**config.mk**
```make
export PLATFORM = sky130hd
export DESIGN_NAME = mem_ctrl_multi
export DESIGN_NICKNAME = d
export VERILOG_FILES = /design/src/rtl/mem_ctrl_multi.sv
export SDC_FILE = /design/constraint.sdc
export NUM_CORES = 1
export LEC_CHECK = 0
export BUFFER_PORTS_ARGS = -buffer_cell sky130_fd_sc_hd__buf_2
export CAP_MARGIN = 5
export CORE_MARGIN = 5
export CORE_UTILIZATION = 57
export CTS_CLUSTER_SIZE = 8
export DETAILED_ROUTE_END_ITERATION = 10
export PLACE_DENSITY = 0.82
export SYNTH_ARGS = -nofsm -noshare
export SYNTH_HDL_FRONTEND = slang
export SYNTH_SLANG_ARGS = --single-unit
```
**constraint.sdc**
```tcl
create_clock -name clk_in -period 5.8 [get_ports clk_in]
set_input_delay 1.16 -clock clk_in [delete_from_list [all_inputs] [get_ports clk_in]]
set_output_delay 1.16 -clock clk_in [all_outputs]
set_load 0.005 [all_outputs]
```
**src/rtl/mem_ctrl_multi.sv**
```systemverilog
// mem_ctrl_multi: byte-serial memory controller for NUM_CH requesters
// sharing the 8-bit RAM/IO bus. Round-robin arbitration, byte/half/word
// transfers, flush of in-flight reads and a stall for writes to a full IO
// buffer.
//
// Ports:
//   clk_in, rst_in       clock, synchronous active-high reset
//   rdy_in               global enable; low freezes all state
//   flush_in             aborts an in-flight read, blocks a grant in IDLE
//   io_buffer_full       stalls writes whose addr[17:16] == IO_HI
//   req_*                per-channel request (valid held until req_ack)
//   req_ack, resp_valid  per-channel one-cycle pulses
//   resp_data            load data, zero-extended, valid with resp_valid
//   mem_din/mem_dout/mem_a/mem_wr  RAM/IO bus (mem_din one cycle after mem_a)
module mem_ctrl_multi #(
    parameter int         NUM_CH = 2,
    parameter int         ADDR_W = 32,
    parameter logic [1:0] IO_HI  = 2'b11
) (
    input  logic                           clk_in,
    input  logic                           rst_in,
    input  logic                           rdy_in,
    input  logic                           flush_in,
    input  logic                           io_buffer_full,
    input  logic [NUM_CH-1:0]              req_valid,
    input  logic [NUM_CH-1:0]              req_write,
    input  logic [NUM_CH-1:0][1:0]         req_size,
    input  logic [NUM_CH-1:0][ADDR_W-1:0]  req_addr,
    input  logic [NUM_CH-1:0][31:0]        req_wdata,
    output logic [NUM_CH-1:0]              req_ack,
    output logic [NUM_CH-1:0]              resp_valid,
    output logic [31:0]                    resp_data,
    input  logic [7:0]                     mem_din,
    output logic [7:0]                     mem_dout,
    output logic [ADDR_W-1:0]              mem_a,
    output logic                           mem_wr
);

    localparam int PTR_W = (NUM_CH > 1) ? $clog2(NUM_CH) : 1;

    typedef enum logic [1:0] {IDLE, XFER, TAIL} state_t;

    typedef struct packed {
        logic [ADDR_W-1:0] addr;
        logic [31:0]       wdata;
        logic              write;
        logic [2:0]        nbytes;
        logic [PTR_W-1:0]  ch;
    } txn_t;

    state_t             state, state_d;
    txn_t               txn, txn_d;
    logic [2:0]         i, i_d;          // addresses issued so far
    logic [PTR_W-1:0]   rr_ptr, rr_d;
    logic [ADDR_W-1:0]  mem_a_d;
    logic [7:0]         mem_dout_d;
    logic               mem_wr_d;
    logic [NUM_CH-1:0]  ack_d, rv_d;
    logic [31:0]        rdata_d;

    logic               found;
    logic [PTR_W-1:0]   gnt, cand;
    logic [1:0]         cap_idx, tail_idx;
    logic               io_stall;

    // Round-robin pick: first requester at or after rr_ptr, wrapping.
    always_comb begin
        found = 1'b0;
        gnt   = '0;
        cand  = '0;
        for (int off = 0; off < NUM_CH; off++) begin
            cand = PTR_W'((int'(rr_ptr) + off) % NUM_CH);
            if (!found && req_valid[cand]) begin
                found = 1'b1;
                gnt   = cand;
            end
        end
    end

    // mem_din at a clock edge is the byte for the address shown in the
    // previous cycle, i.e. two issues behind the counter.
    assign cap_idx  = 2'(i - 3'd2);
    assign tail_idx = 2'(txn.nbytes - 3'd1);
    assign io_stall = (txn.addr[17:16] == IO_HI) && io_buffer_full;

    always_comb begin
        state_d    = state;
        txn_d      = txn;
        i_d        = i;
        rr_d       = rr_ptr;
        mem_a_d    = mem_a;
        mem_dout_d = mem_dout;
        mem_wr_d   = 1'b0;
        ack_d      = '0;
        rv_d       = '0;
        rdata_d    = resp_data;
        case (state)
            IDLE: begin
                if (found && !flush_in) begin
                    txn_d.addr  = req_addr[gnt];
                    txn_d.wdata = req_wdata[gnt];
                    txn_d.write = req_write[gnt];
                    txn_d.ch    = gnt;
                    case (req_size[gnt])
                        2'd0:    txn_d.nbytes = 3'd1;
                        2'd1:    txn_d.nbytes = 3'd2;
                        default: txn_d.nbytes = 3'd4;
                    endcase
                    ack_d[gnt] = 1'b1;
                    rr_d       = (gnt == PTR_W'(NUM_CH - 1)) ? '0 : gnt + 1'b1;
                    i_d        = '0;
                    if (!req_write[gnt]) rdata_d = '0;   // upper bytes read 0
                    state_d    = XFER;
                end
            end
            XFER: begin
                if (txn.write) begin
                    // Writes ignore flush and always run to completion.
                    if (i == txn.nbytes) begin
                        rv_d[txn.ch] = 1'b1;
                        state_d      = IDLE;
                    end else if (!io_stall) begin
                        mem_a_d    = txn.addr + ADDR_W'(i);
                        mem_wr_d   = 1'b1;
                        mem_dout_d = txn.wdata[{i[1:0], 3'b000} +: 8];
                        i_d        = i + 3'd1;
                    end
                end else if (flush_in) begin
                    state_d = IDLE;
                end else begin
                    if (i >= 3'd2) rdata_d[{cap_idx, 3'b000} +: 8] = mem_din;
                    if (i == txn.nbytes) begin
                        state_d = TAIL;
                    end else begin
                        mem_a_d = txn.addr + ADDR_W'(i);
                        i_d     = i + 3'd1;
                    end
                end
            end
            TAIL: begin
                state_d = IDLE;
                if (!flush_in) begin
                    rdata_d[{tail_idx, 3'b000} +: 8] = mem_din;
                    rv_d[txn.ch] = 1'b1;
                end
            end
            default: state_d = IDLE;
        endcase
    end

    always_ff @(posedge clk_in) begin
        if (rst_in) begin
            state      <= IDLE;
            txn        <= '0;
            i          <= '0;
            rr_ptr     <= '0;
            mem_a      <= '0;
            mem_dout   <= '0;
            mem_wr     <= 1'b0;
            req_ack    <= '0;
            resp_valid <= '0;
            resp_data  <= '0;
        end else if (!rdy_in) begin
            // Frozen, but strobes drop so a paused cycle never repeats a
            // write or a handshake pulse.
            mem_wr     <= 1'b0;
            req_ack    <= '0;
            resp_valid <= '0;
        end else begin
            state      <= state_d;
            txn        <= txn_d;
            i          <= i_d;
            rr_ptr     <= rr_d;
            mem_a      <= mem_a_d;
            mem_dout   <= mem_dout_d;
            mem_wr     <= mem_wr_d;
            req_ack    <= ack_d;
            resp_valid <= rv_d;
            resp_data  <= rdata_d;
        end
    end

endmodule

```
==> flow_summary.yaml, run 1 <==
power:
  irDropWorstVdd_uv: 216.7
  power_density_mw_per_mm2: 252.1
  leakage_nw: 4.145
clock_network:
  clock_tree_from_tritoncts: "done"
  clk_pin_slew_ns: 0.06
  cts_repair_resize_count: 0
  clock_tree.buffer_depth: 2
  clock_sink_count: 152
  clkLatencyLatePin_ns: 0.42
  root_buffer: "sky130_fd_sc_hd__clkbuf_16"
  htreeDepth: 4
  post_cts_hold_buffer_count: 0
  cts_made_buffers: 17
  post_cts.repair.setup_buffers: 0
die:
  initial_util_pct: 57.79
  fp.dieH_um: 130.9
  placeableCoreArea_sq_mm: 0.01442
  dieWidth_um: 130.9
  core.rowCount: 44
  floorplan.io_pins: 226
  die_area_sq_mm: 0.01714
final_layout:
  final_layout_size_suffix_gt1_share_pct: 27.85
  nNetsFinal: 1286
  layout.cells.most_common_list: "sky130_fd_sc_hd__buf_2, sky130_fd_sc_hd__dfxtp_1, sky130_fd_sc_hd__nor2_1, sky130_fd_sc_hd__mux2i_1, sky130_fd_sc_hd__a211oi_1"
  post-route-util_pct: 69.33
  num-fill-cells: 1191
  areaGrowthSynthToFinish_pct: 19.96
  layout_commonest_cell: "sky130_fd_sc_hd__buf_2"
  finish.cell_count_without_fillers: 1316
synthesis:
  ys_ff_latch: 152
  synth_area_per_cell_sq_um: 8.849
  synth-edff-count: 0
  synthesis.instances: 942
  synth_top_area_share_pct: 36.51
  synth.area.top_cells: "sky130_fd_sc_hd__dfxtp_1, sky130_fd_sc_hd__mux2i_1, sky130_fd_sc_hd__a211oi_1"
  synth-async-reset-ratio_pct: 0
  dominantRegCellSynth: "sky130_fd_sc_hd__dfxtp_1"
  synthesis.nets: 1109
  synth_sequential_area_ratio_pct: 36.51
  ys_warn_count: 0
  syn-cell-area_sq_mm: 0.008335
  synth_top_cell_by_area: "sky130_fd_sc_hd__dfxtp_1"
  yosysUniqueCellTypes: 63
timing:
  slew_headroom_pct: 24.38
  hold_viol_final: 0
  layout_worst_path_cycle_share_pct: 58.01
  fin_setup_tns_ns: 0
  layout_min_cycle_time_ns: 3.365
  finalMaxSlewViolations: 0
  timing.final.setup_violations: 0
  timing.fmax_mhz: 297.2
  setup_repair_after_global_routing_missed_its_margin: "false"
  fin_skew_ns: 0.007878
  timing.hold.ws_ns: 0.4467
  worst-slew-pin-transition_ns: 1.134
placement:
  dpl.cell_count: 1284
  gp_routability_congestion: 0.8864
  numPortBuffers: 225
  detailed_placer_s_ending_hpwl_um: 15740
global_route:
  overflow: 0
  grt_start_max_net_pins: 89
  grt_first_pass_wirelength_um: 33730
  grt_antenna_before_repair: 0
  grt_total_usage_pct: 24.70
  number_of_global_route_vias_before_repair: 7021
routing:
  post_drt_wl_per_cell_um: 16.56
  drc: 0
  routed-via-count: 7650
  drt_iter0_drc: 697
  route.antenna.remaining_nets: 0
  route.final.wire_length_um: 21800
  drtPass1Iterations: 6
  vias_per_cell: 5.813
critical_path:
  critPathTopFamily: "simple AND/OR/NAND/NOR gates"
  crit_path_cell_trace: "inv_1 -> ha_1 -> nor3_1 -> o31ai_1 -> and4_1 -> nand3_1 -> o2bb2ai_1"
  worstPathArrival_ns: 3.69
  timing.critical_path.slowest_cell_delay_ns: 0.76
  endpoint_kind: "flop"
  biggest_fanout_along_the_worst_timing_path: 24
  timing.critical_path.from_type: "flop"
  critical-path-slowest-cell: "sky130_fd_sc_hd__nand3_1"
  path_buf_inv: 1
  worstPathRequired_ns: 6.13
  critPathKind: "flop to flop"
flow_run:
  cap_violations: 0
min_path:
  holdCritPathClass: "flop to flop"
status:
  run_status: "completed"
-- power breakdown --
part	internal (mW)	switching [mW]	total, mW
Combinational	0.133	0.173	0.306
Clock	0.665	0.432	1.10
Sequential	1.08	0.0360	1.12
-- kinds of logic (layout without fill, tap and decap cells) --
kind of cell	Yosys count	in the layout	share of synthesized area [%]
compound gates	242	242	22.44
xor+xnor	33	33	3.467
fa+ha+maj	18	18	2.792
buf+inv	122	311	6.349
flops	152	152	36.51
mux	86	86	11.54
other cells	0	1	0
simple gates	289	289	16.90
-- worst register-to-register path, cell delays in order (launching register included) --
cell and delay [ns]:
sky130_fd_sc_hd__dfxtp_1 0.61, sky130_fd_sc_hd__inv_1 0.31, sky130_fd_sc_hd__ha_1 0.42, sky130_fd_sc_hd__nor3_1 0.10, sky130_fd_sc_hd__o31ai_1 0.28, sky130_fd_sc_hd__and4_1 0.36, sky130_fd_sc_hd__nand3_1 0.76, sky130_fd_sc_hd__o2bb2ai_1 0.42
-- metal layers --
metal	GRT usage, %	part of all wire (%)	vias to the layer above
met5	0	0	-
met4	8.469	1.9	0
met3	5.854	8.5	34
met2	40.20	47	300
met1	32.30	42	3537
li1	-	-	3779
-- cell type report --
| type | instances | area [sq um] | area share (%) |
|---|---|---|---|
| flip-flops and latches | 152 | 3043 | 30.43 |
| multi-input cells | 668 | 4777 | 47.77 |
| inverters | 49 | 183.9 | 1.839 |
| repair buffers | 231 | 1174 | 11.74 |
| clock inverters | 11 | 122.6 | 1.226 |
| diodes | 1 | 2.502 | 0.02503 |
| well taps | 184 | 230.2 | 2.302 |
| clock buffers | 20 | 466.7 | 4.667 |
-- registers in the layout, indices dropped and copies added (netlist names), 2 cells and up --
| name | flops |
|---|---|
| txn | 69 |
| mem_a | 32 |
| resp_data | 32 |
| mem_dout | 8 |
| i | 3 |
| req_ack | 2 |
| resp_valid | 2 |
| state | 2 |
-- metrics by stage --
step                setup slack (ns)  instance area (sq um)  total power, mW
finish                         2.435                  10000            2.521
global placement               2.484                   9408            1.435
detailed placement             2.358                   9408            1.443
CTS                            2.429                   9997            2.530
global route                   2.057                   9997            2.617
floorplan                      3.344                   8335            1.335
-- final timing paths --
path               start            end  slack [ns]  cells after the start
setup / recovery    i[0]  resp_data[27]        2.44                      7
hold / removal    txn[0]  resp_valid[0]        0.45                      1
setup reg to reg    i[0]  resp_data[27]        2.44                      7
hold reg to reg   txn[0]  resp_valid[0]        0.45                      1
-- synthesized netlist by cell type, types with 13 or more instances --
library cell / number
sky130_fd_sc_hd__dfxtp_1: 152
sky130_fd_sc_hd__ha_1: 17
sky130_fd_sc_hd__xnor2_1: 28
sky130_fd_sc_hd__nor2_1: 127
sky130_fd_sc_hd__buf_2: 21
sky130_fd_sc_hd__mux2i_1: 77
sky130_fd_sc_hd__a211oi_2: 28
sky130_fd_sc_hd__inv_1: 49
sky130_fd_sc_hd__o21ai_0: 49
sky130_fd_sc_hd__nor2b_1: 14
sky130_fd_sc_hd__nand3_1: 41
sky130_fd_sc_hd__a22oi_1: 17
sky130_fd_sc_hd__a211oi_1: 67
sky130_fd_sc_hd__nand2_1: 42
sky130_fd_sc_hd__nand4_1: 13
sky130_fd_sc_hd__o2bb2ai_1: 24
sky130_fd_sc_hd__clkbuf_1: 40
No activity file was read; power rests on OpenSTA's default activity.
==> run 2: changes to the inputs <==
--- a/config.mk
+++ b/config.mk
@@ -8,10 +8,10 @@
 export BUFFER_PORTS_ARGS = -buffer_cell sky130_fd_sc_hd__buf_2
 export CAP_MARGIN = 5
 export CORE_MARGIN = 5
-export CORE_UTILIZATION = 57
+export CORE_UTILIZATION = 53
 export CTS_CLUSTER_SIZE = 8
 export DETAILED_ROUTE_END_ITERATION = 10
-export PLACE_DENSITY = 0.82
+export PLACE_DENSITY = 0.77
 export SYNTH_ARGS = -nofsm -noshare
 export SYNTH_HDL_FRONTEND = slang
 export SYNTH_SLANG_ARGS = --single-unit
==> constraint.sdc (replaced) <==
create_clock -name clk_in -period 3.3 [get_ports clk_in]
set_input_delay 0.66 -clock clk_in [delete_from_list [all_inputs] [get_ports clk_in]]
set_output_delay 0.66 -clock clk_in [all_outputs]
set_load 0.005 [all_outputs]
==> run 2 against run 1 <==
Net effect: sequential share of layout area is 0.38 points lower; die area is 7.0% higher; critical endpoint is now mem_a[26]; clock power increased by 79%; flip-flop and latch count did not move; core utilization down 3.2 points; global-route usage is 0.94 points lower; sequential power up 75%; critical path type unchanged; non-clock buffer count increased by 7; fmax grew 30%.
==> flow_summary.yaml, run 2 (synthesized netlist as in run 1, its figures left out) <==
status:
  run_status: "completed"
routing:
  post_drt_wl_per_cell_um: 16.33
  drtPass1Iterations: 5
  drt_iter0_drc: 615
  route.antenna.remaining_nets: 0
  drc: 0
  route.final.wire_length_um: 22030
  vias_per_cell: 5.614
  routed-via-count: 7573
power:
  irDropWorstVdd_uv: 405.1
  power_density_mw_per_mm2: 442.1
  power_mw: 4.477
  leakage_nw: 4.178
final_layout:
  layout_commonest_cell: "sky130_fd_sc_hd__buf_2"
  reg.largest.list: "txn: 69 flops, mem_a: 32 flops, resp_data: 32 flops"
  layout.cells.most_common_list: "sky130_fd_sc_hd__buf_2, sky130_fd_sc_hd__dfxtp_1, sky130_fd_sc_hd__nor2_1, sky130_fd_sc_hd__mux2i_1, sky130_fd_sc_hd__a211oi_1"
  areaGrowthSynthToFinish_pct: 21.48
  regMostFlops: "txn"
  num-fill-cells: 1270
  post_route_standard_cell_area_excluding_fillers_sq_mm: 0.01013
  antenna_cells: 0
  largest_register_ff_count: 69
  nNetsFinal: 1293
  final_layout_size_suffix_gt1_share_pct: 28.12
timing:
  slew_headroom_pct: 51.51
  timing.hold.ws_ns: 0.4499
  final.setup.worst_slack_ns: 0.7086
  timing.fmax_mhz: 385.9
  hold_viol_final: 0
  layout_worst_path_cycle_share_pct: 78.53
  fin_setup_tns_ns: 0
  worst-slew-pin-transition_ns: 0.7254
  fin_skew_ns: 0.007805
  finalMaxSlewViolations: 0
  setup_repair_after_global_routing_missed_its_margin: "false"
  layout_min_cycle_time_ns: 2.591
  timing.final.setup_violations: 0
placement:
  detailed_placer_s_ending_hpwl_um: 16160
  gp_routability_congestion: 0.8672
  dpl-instance-area_sq_mm: 0.009532
  numPortBuffers: 225
  dp_slack_ns: 0.8204
min_path:
  holdCritPathClass: "flop to flop"
  hp-start: "txn[0]"
  cell_count_of_the_worst_hold_path: 1
  worst_hold_path.endpoint: "resp_valid[0]"
critical_path:
  biggest_fanout_along_the_worst_timing_path: 10
  worstPathRequired_ns: 3.64
  endpoint_kind: "flop"
  critical_path.startpoint: "i[1]"
  regToRegSetupSlack_ns: 0.71
  worst_r2r_endpoint: "mem_a[26]"
  register_to_register_path_depth: 7
  worstPathArrival_ns: 2.93
  r2r-start: "i[1]"
  critPathKind: "flop to flop"
  timing.critical_path.from_type: "flop"
clock_network:
  clock_sink_count: 152
  cts_made_buffers: 17
  root_buffer: "sky130_fd_sc_hd__clkbuf_16"
  clock_tree_from_tritoncts: "done"
  cts_repair_resize_count: 0
  post_cts.repair.setup_buffers: 0
  clock_tree.buffer_depth: 2
  post_cts_hold_buffer_count: 0
  clkLatencyLatePin_ns: 0.42
  htreeDepth: 4
  clk_pin_slew_ns: 0.06
die:
  placeableCoreArea_sq_mm: 0.01531
  die_area_sq_mm: 0.01834
  fp.dieH_um: 135.4
  dieWidth_um: 135.4
  floorplan.io_pins: 226
  initial_util_pct: 54.43
  core.rowCount: 45
global_route:
  number_of_global_route_vias_before_repair: 7098
  grt_antenna_before_repair: 1
  overflow: 0
  grt_total_usage_pct: 23.77
  grt_first_pass_wirelength_um: 35450
  grt_start_max_net_pins: 78
flow_run:
  cap_violations: 0
[run 2: cell count changes in the layout (fill, tap and decap cells not counted), sizes merged]
cell      change
clkinvlp      +3
clkinv        -4
bufinv        +1
buf           +7
diode         -1
[run 2: report_power, final]
group          switching [mW]  internal [mW]
clock network           0.767           1.21
registers              0.0624           1.90
logic                   0.301          0.240
[run 2: area by class of cell]
| type | count | area, sq um | share of cell area [%] |
|---|---|---|---|
| multi-input combinational | 668 | 4777 | 47.18 |
| sequential | 152 | 3043 | 30.05 |
| timing repair buffer | 238 | 1264 | 12.48 |
| clock buffer | 20 | 446.7 | 4.411 |
| tap | 211 | 264.0 | 2.607 |
| inverter | 49 | 183.9 | 1.816 |
| clock inverter | 11 | 147.6 | 1.458 |
[run 2: how the worst max path moves through the flow]
stage	cells past startpoint	to	slack, ns
after global placement	7	mem_a[26]	0.91
after global routing	7	mem_a[30]	0.56
after floorplan	11	resp_data[9]	0.91
final	7	mem_a[26]	0.71
after CTS	7	mem_a[26]	0.75
after detailed placement	7	mem_a[28]	0.82
[run 2: metal layers]
metal / part of all wire [%] / vias to the layer above / wire, um / GRT usage [%]
met1: 45 / 3467 / 9807 / 31.40
met5: 0.032 / - / 7 / 0
met3: 6.7 / 25 / 1483 / 5.126
met4: 1.6 / 2 / 352 / 6.607
met2: 47 / 268 / 10380 / 39.38
li1: - / 3811 / - / -
[run 2: critical path, cell delays in order (launching register included)]
cell and delay [ns]:
sky130_fd_sc_hd__dfxtp_1 0.51, sky130_fd_sc_hd__inv_1 0.19, sky130_fd_sc_hd__fa_1 0.48, sky130_fd_sc_hd__nor2b_1 0.28, sky130_fd_sc_hd__o2111ai_4 0.25, sky130_fd_sc_hd__nor4_1 0.45
sky130_fd_sc_hd__xnor2_1 0.13, sky130_fd_sc_hd__a211oi_2 0.21
[run 2: metrics by stage]
step	instances	util (%)
finish	1349	66.12
global route	1349	66.12
CTS	1349	66.12
detailed placement	1318	62.24
global placement	1318	62.24
floorplan	942	-
